### config.mk
export PLATFORM = sky130hd
export DESIGN_NAME = z_bus_rx_flat
export DESIGN_NICKNAME = d
export VERILOG_FILES = /design/src/rtl/z_bus_rx_if.sv /design/src/rtl/z_bus_rx.sv /design/src/flat_wrapper.sv
export SDC_FILE = /design/constraint.sdc
export NUM_CORES = 1
export LEC_CHECK = 0
export CORE_MARGIN = 8
export CORE_UTILIZATION = 28
export CTS_CLUSTER_SIZE = 20
export DETAILED_ROUTE_END_ITERATION = 7
export HOLD_SLACK_MARGIN = 0.1
export PLACE_DENSITY = 0.57
export SETUP_SLACK_MARGIN = 0.05
export SYNTH_ARGS = -nofsm -noshare
export SYNTH_HDL_FRONTEND = slang
export SYNTH_SLANG_ARGS = --single-unit
### constraint.sdc
create_clock -name clk -period 2.5 [get_ports clk]
set_input_delay 0.5 -clock clk [delete_from_list [all_inputs] [get_ports clk]]
set_output_delay 0.5 -clock clk [all_outputs]
set_load 0.005 [all_outputs]
### src/rtl/z_bus_rx_if.sv
`default_nettype none
// ============================================================================
//  Module   : z_bus_rx_if
//  Brief    : Valid/ready handshake carrying accepted z bus values downstream.
//  Revision : 1.0 - initial release
// ============================================================================
interface z_bus_rx_if #(
    parameter int DATA_W = 4
);
    logic              z_valid;
    logic              z_ready;
    logic [DATA_W-1:0] z_data;

    // Producer side: the receiver presents values and watches ready
    modport master (output z_valid, output z_data, input z_ready);
    // Consumer side: downstream logic takes values and drives ready
    modport slave  (input z_valid, input z_data, output z_ready);
endinterface
`default_nettype wire

### src/rtl/z_bus_rx.sv
`default_nettype none
// ============================================================================
//  Module   : z_bus_rx
//  Brief    : Strobe-less asynchronous z bus receiver. Synchronizes the bus,
//             accepts a value once it has been stable long enough, and offers
//             it on a valid/ready handshake. Debug: update counter, settle
//             time of the last update and a sticky overrun flag.
//  Revision : 1.0 - initial release
// ============================================================================
module z_bus_rx #(
    parameter int DATA_W        = 4,
    parameter int SYNC_STAGES   = 2,
    parameter int STABLE_CYCLES = 16,
    parameter int CNT_W         = 16
) (
    input  wire logic              clk,
    input  wire logic              rst,
    input  wire logic [DATA_W-1:0] z_async,
    input  wire logic              en,
    z_bus_rx_if.master             zb,
    output logic      [CNT_W-1:0]  update_count,
    output logic      [CNT_W-1:0]  settle_cycles,
    output logic                   overrun
);

    // Stable-run counter only needs to reach STABLE_CYCLES-1
    localparam int                 C_SC_W    = (STABLE_CYCLES > 1) ? $clog2(STABLE_CYCLES) + 1 : 1;
    localparam logic [C_SC_W-1:0]  C_LAST    = C_SC_W'(STABLE_CYCLES - 1);
    localparam logic [CNT_W-1:0]   C_CNT_MAX = '1;

    typedef enum logic [0:0] {
        ST_IDLE   = 1'b0,
        ST_SETTLE = 1'b1
    } state_t;

    logic [SYNC_STAGES-1:0][DATA_W-1:0] sync_q;
    logic [DATA_W-1:0]                  z_sync;

    state_t              state_q,         state_d;
    logic [DATA_W-1:0]   ref_val_q,       ref_val_d;
    logic [DATA_W-1:0]   cand_q,          cand_d;
    logic [C_SC_W-1:0]   stable_cnt_q,    stable_cnt_d;
    logic [CNT_W-1:0]    elapsed_q,       elapsed_d;
    logic                z_valid_q,       z_valid_d;
    logic [DATA_W-1:0]   z_data_q,        z_data_d;
    logic [CNT_W-1:0]    update_count_q,  update_count_d;
    logic [CNT_W-1:0]    settle_cycles_q, settle_cycles_d;
    logic                overrun_q,       overrun_d;

    logic                accept;
    logic [DATA_W-1:0]   accept_val;
    logic [CNT_W-1:0]    accept_settle;
    logic [CNT_W-1:0]    elapsed_inc;

    assign z_sync      = sync_q[SYNC_STAGES-1];
    assign elapsed_inc = (elapsed_q == C_CNT_MAX) ? elapsed_q : elapsed_q + 1'b1;

    // Synchronizer chain; runs independent of en so the bus is always current
    always_ff @(posedge clk) begin
        if (rst) begin
            sync_q <= '0;
        end else begin
            sync_q <= {sync_q[SYNC_STAGES-2:0], z_async};
        end
    end

    // Settle FSM next-state plus accept/handshake bookkeeping
    always_comb begin
        state_d         = state_q;
        ref_val_d       = ref_val_q;
        cand_d          = cand_q;
        stable_cnt_d    = stable_cnt_q;
        elapsed_d       = elapsed_q;
        accept          = 1'b0;
        accept_val      = cand_q;
        accept_settle   = elapsed_inc;
        z_data_d        = z_data_q;
        update_count_d  = update_count_q;
        settle_cycles_d = settle_cycles_q;
        overrun_d       = overrun_q;
        // A pending value drops once the consumer takes it
        z_valid_d       = z_valid_q && !zb.z_ready;

        unique case (state_q)
            ST_IDLE: begin
                if (en && (z_sync != ref_val_q)) begin
                    if (STABLE_CYCLES == 1) begin
                        // One sample is already enough: accept on the spot
                        accept        = 1'b1;
                        accept_val    = z_sync;
                        accept_settle = CNT_W'(1);
                    end else begin
                        cand_d       = z_sync;
                        stable_cnt_d = C_SC_W'(1);
                        elapsed_d    = CNT_W'(1);
                        state_d      = ST_SETTLE;
                    end
                end
            end
            ST_SETTLE: begin
                elapsed_d = elapsed_inc;
                if (!en) begin
                    state_d      = ST_IDLE;
                    stable_cnt_d = '0;
                    elapsed_d    = '0;
                end else if ((z_sync == cand_q) && (stable_cnt_q == C_LAST)) begin
                    accept       = 1'b1;
                    accept_val   = cand_q;
                    state_d      = ST_IDLE;
                    stable_cnt_d = '0;
                    elapsed_d    = '0;
                end else if (z_sync == cand_q) begin
                    stable_cnt_d = stable_cnt_q + 1'b1;
                end else if (z_sync == ref_val_q) begin
                    // Bus bounced back to the accepted value: a glitch
                    state_d      = ST_IDLE;
                    stable_cnt_d = '0;
                    elapsed_d    = '0;
                end else begin
                    cand_d       = z_sync;
                    stable_cnt_d = C_SC_W'(1);
                end
            end
            default: begin
                state_d = ST_IDLE;
            end
        endcase

        if (accept) begin
            ref_val_d       = accept_val;
            z_data_d        = accept_val;
            z_valid_d       = 1'b1;
            update_count_d  = update_count_q + 1'b1;
            settle_cycles_d = accept_settle;
            // Previous value was still waiting and is now lost
            if (z_valid_q && !zb.z_ready) begin
                overrun_d = 1'b1;
            end
        end
    end

    // State and output registers
    always_ff @(posedge clk) begin
        if (rst) begin
            state_q         <= ST_IDLE;
            ref_val_q       <= '0;
            cand_q          <= '0;
            stable_cnt_q    <= '0;
            elapsed_q       <= '0;
            z_valid_q       <= 1'b0;
            z_data_q        <= '0;
            update_count_q  <= '0;
            settle_cycles_q <= '0;
            overrun_q       <= 1'b0;
        end else begin
            state_q         <= state_d;
            ref_val_q       <= ref_val_d;
            cand_q          <= cand_d;
            stable_cnt_q    <= stable_cnt_d;
            elapsed_q       <= elapsed_d;
            z_valid_q       <= z_valid_d;
            z_data_q        <= z_data_d;
            update_count_q  <= update_count_d;
            settle_cycles_q <= settle_cycles_d;
            overrun_q       <= overrun_d;
        end
    end

    assign zb.z_valid    = z_valid_q;
    assign zb.z_data     = z_data_q;
    assign update_count  = update_count_q;
    assign settle_cycles = settle_cycles_q;
    assign overrun       = overrun_q;

endmodule
`default_nettype wire

### src/flat_wrapper.sv
// flat-port wrapper written by rule: the top's interface ports become plain ports
module z_bus_rx_flat 
#(
    parameter int DATA_W        = 4,
    parameter int SYNC_STAGES   = 2,
    parameter int STABLE_CYCLES = 16,
    parameter int CNT_W         = 16
)
  (clk, rst, z_async, en, update_count, settle_cycles, overrun, zb_z_valid, zb_z_data, zb_z_ready);
  z_bus_rx_if #(.DATA_W(DATA_W)) zb_i ();
  input  wire logic clk;
  input  wire logic rst;
  input  wire logic [DATA_W-1:0] z_async;
  input  wire logic en;
  output logic      [CNT_W-1:0] update_count;
  output logic      [CNT_W-1:0] settle_cycles;
  output logic overrun;
  output wire logic [$bits(zb_i.z_valid)-1:0] zb_z_valid;
  output wire logic [$bits(zb_i.z_data)-1:0] zb_z_data;
  input wire logic [$bits(zb_i.z_ready)-1:0] zb_z_ready;
  assign zb_z_valid = zb_i.z_valid;
  assign zb_z_data = zb_i.z_data;
  assign zb_i.z_ready = zb_z_ready;
  z_bus_rx #(.DATA_W(DATA_W), .SYNC_STAGES(SYNC_STAGES), .STABLE_CYCLES(STABLE_CYCLES), .CNT_W(CNT_W)) u_core (.clk(clk), .rst(rst), .z_async(z_async), .en(en), .zb(zb_i), .update_count(update_count), .settle_cycles(settle_cycles), .overrun(overrun));
endmodule
==> impl_metrics.tcl <==
set metrics [dict create \
    status "finished, final reports clean" \
    cts.clk_slew.worst_paths_ps 60 \
    synthFlopType "dfxtp_1" \
    cp-endpoint "u_core.update_count[12]" \
    stdcell_count 590 \
    grtUsageMet3_pct 2.76 \
    h-tree-depth 3 \
    synth_cell_type_count 49 \
    r2r_slack_ps 280 \
    die-area_um2 16100 \
    cp.buffers_inverters 0 \
    regArea_um2 1440 \
    ys_seq_elements 72 \
    min_period_ps 2220 \
    clockRootBuffer "clkbuf_16" \
    slew_violations 0 \
    cts_buffer_depth 2 \
    synth-edff-count 0 \
    drt-initial-drc-count 152 \
    grt_util_met2_pct 17.0 \
    worstPathArrival_ps 2440 \
    synth_cells 400 \
    cp-end-kind "flop" \
    ys_seq_area_share_pct 42.0 \
    chipWidth_um 127 \
    crit_fanout 7 \
    cts_tree "built" \
    cts_inserted_buffers 9 \
    yosys.area.top_type_share_pct 42.0 \
    crit_start "u_core.stable_cnt_q[0]" \
    grt_pass1_wl_um 14000 \
    gp_congestion 0.796 \
    routed_wl_um 8370 \
    port_buffers 45 \
    period_share_pct 88.9 \
    crit_chain "ha_1 -> and3_1 -> ha_1 -> and3_1 -> nand4_1 -> nor4_1 -> xnor2_1 -> nor2_1" \
    cp.required_ps 2720 \
    peakVddDrop_mv 0.264 \
    via_per_inst 5.07 \
    syn_area_um2 3430 \
    cp_slowest_cell "nor4_1" \
    final_layout_size_suffix_gt1_share_pct 7.45 \
    path_class "reg2reg" \
    synthArstFlopShare_pct 0 \
    core_um2 12000 \
    maxCapViolCount 0 \
    initial_utilization_pct 28.6 \
    cts_num_sinks 72 \
    clock_skew_ps 4.24 \
    timing.rr.start "u_core.stable_cnt_q[0]" \
    reg2reg_to "u_core.update_count[12]" \
    post_cts_buffers 0 \
    hpwl_um 5770 \
    synth_warnings 0 \
    grt-ovfl-total 0 \
    final_hold_viol_count 0 \
    ioPinCount 46 \
    num_vias 2993 \
    use_met1_pct 13.2 \
    diodes 0 \
    slew_headroom_pct 56.8 \
    die_h_um 127 \
    power.density_nw_per_um2 601 \
    grt_max_degree 61 \
    cp-start-kind "flop" \
    area_growth_pct 26.4 \
    reg2reg_depth 8 \
    syn_avg_cell_area_um2 8.59 \
    timing.fmax_mhz 450 \
    hold_class "reg2reg" \
    first_global_vias 2856 \
    setup_viol 0 \
    final.setup.tns_ps 0 \
    rsz0062_at_grt "no" \
    worstSkewPairLatency_ps 330 \
    cts-resized-gates 0 \
    tightest_slew_ps 645 \
    synth.area.top_cells "dfxtp_1 (42%), xnor2_1 (5.9%), nand2_1 (4.5%), nor2_1 (4.3%), nand4_1 (3.1%)" \
    antenna_found_initial 0 \
    syn-num-nets 412 \
    drtAntennaViolNets 0 \
    route.detailed.drc 0 \
    wl_per_cell_um 14.2 \
    dp_cells 574 \
    multiInputGateArea_um2 1850 \
    postCtsHoldBufs 0 \
    fp-row-count 40 \
    yosysTopAreaCell "dfxtp_1" \
    cpPeakStageDelay_ps 420 \
    nFillCells 1217 \
    leakagePower_nw 1.41 \
    grt_use_total_pct 10.7 \
    cp_top_family "simple AND/OR/NAND/NOR gates" \
    fin_nets 450 \
    grt_busiest_layer "met2" \
    drt-pass1-iter-count 4 \
    cp.depth 8 \
]
-- routing by layer --
metal	up-vias	wire length, um	share of wire, %
met3	7	415	5.0
li1	1517	-	-
met1	1406	4010	48
met4	0	130	1.6
met2	63	3810	46
met5	-	0	0
-- how the worst min path moves through the flow --
stage / from / end / slack [ps] / cells past startpoint
after detailed placement: u_core.sync_q[3] / u_core.z_sync[3] / 430 / 1
final: u_core.sync_q[3] / u_core.z_sync[3] / 440 / 1
after global placement: u_core.sync_q[2] / u_core.z_sync[2] / 420 / 1
after global routing: u_core.sync_q[3] / u_core.z_sync[3] / 460 / 1
after CTS: u_core.sync_q[0] / u_core.z_sync[0] / 440 / 1
after floorplan: u_core.sync_q[0] / u_core.z_sync[0] / 410 / 1
-- synthesized netlist by cell type (2+ instances only) --
| library cell | number |
|---|---|
| xnor2_1 | 23 |
| nor2_1 | 39 |
| inv_1 | 8 |
| a21oi_1 | 16 |
| and4_1 | 5 |
| nand4_1 | 17 |
| mux2i_1 | 5 |
| buf_2 | 10 |
| or3_1 | 3 |
| nor2b_1 | 12 |
| dfxtp_1 | 72 |
| o21ai_1 | 5 |
| and3_1 | 7 |
| and2_1 | 2 |
| nand2_1 | 41 |
| nor4_1 | 16 |
| a32oi_1 | 2 |
| ha_1 | 4 |
| o311ai_1 | 2 |
| a31oi_1 | 8 |
| nor4_2 | 2 |
| a211oi_1 | 8 |
| nand3b_1 | 3 |
| nand3_1 | 12 |
| nand2b_1 | 10 |
| nor3_1 | 11 |
| xor2_1 | 11 |
| a311oi_1 | 4 |
| clkbuf_1 | 15 |
| o211ai_1 | 8 |
-- worst reg2reg max path, stage by stage (launching register included) --
cell,delay [ps]
dfxtp_1,360
ha_1,200
and3_1,170
ha_1,260
and3_1,230
nand4_1,270
nor4_1,420
xnor2_1,160
nor2_1,50
-- cells in the final DEF, fill, tap and decap left out, types with 5 or more instances in the layout --
| master | synthesis | routed |
|---|---|---|
| and4_1 | 5 | 5 |
| nand2_1 | 41 | 41 |
| dfxtp_1 | 72 | 72 |
| inv_1 | 8 | 8 |
| a211oi_1 | 8 | 8 |
| nor4_1 | 16 | 16 |
| nor2b_1 | 12 | 12 |
| o211ai_1 | 8 | 8 |
| nand4_1 | 17 | 17 |
| nand3_1 | 12 | 12 |
| buf_4 | 0 | 6 |
| clkbuf_16 | 0 | 9 |
| and3_1 | 7 | 7 |
| a21oi_1 | 16 | 16 |
| nor3_1 | 11 | 11 |
| o21ai_1 | 5 | 5 |
| mux2i_1 | 5 | 5 |
| nand2b_1 | 10 | 10 |
| xnor2_1 | 23 | 23 |
| xor2_1 | 11 | 11 |
| nor2_1 | 39 | 38 |
| clkdlybuf4s50_1 | 0 | 44 |
| a31oi_1 | 8 | 8 |
-- power breakdown --
| part | internal, W | switching (W) | total [W] |
|---|---|---|---|
| logic | 0.0000505 | 0.0000897 | 0.000140 |
| registers | 0.00116 | 0.0000111 | 0.00117 |
| clock network | 0.000802 | 0.000498 | 0.00130 |
| total | 0.00201 | 0.000599 | 0.00261 |
-- sequential cells by signal, indices dropped and copies added, names as in the netlist --
name and cells:
u_core.zb.z_valid 1, u_core.elapsed_q 16, u_core.zb.z_data 4, u_core.overrun 1, u_core.stable_cnt_q 5, u_core.cand_q 4
u_core.settle_cycles 16, u_core.z_sync 4, u_core.state_q 1, u_core.sync_q 4, u_core.update_count 16
-- stage by stage --
stage	instance area [um2]	setup WS [ps]	hold slack [ps]	power [W]	utilization, %
finish	4340	276	435	0.00261	36.1
detailed placement	4030	172	428	0.00134	33.6
global placement	4030	251	421	0.00134	33.6
floorplan	3430	583	414	0.00130	-
CTS	4340	296	442	0.00265	36.1
global route	4340	58.7	463	0.00271	36.1
-- layout make-up --
| cell class | count | area share, % |
|---|---|---|
| Clock buffer | 10 | 5.50 |
| Multi-Input combinational cell | 294 | 42.6 |
| Clock inverter | 6 | 1.59 |
| Sequential cell | 72 | 33.2 |
| Timing Repair Buffer | 53 | 12.2 |
| Tap cell | 147 | 4.24 |
| Inverter | 8 | 0.692 |
-- cell families (layout without fill, tap and decap cells) --
kind of cell,count (synthesis),in the layout,synth area share (%)
AO/OA/AOI/OAI,63,63,12.9
AND/OR/NAND/NOR,186,186,28.6
flip-flops,72,72,42.0
buffers and inverters,34,77,4.30
adder cells (fa/ha/maj),4,4,1.46
multiplexers,7,7,2.11
XOR/XNOR,34,34,8.67
Note: power is estimated with default switching activity, not from simulation.
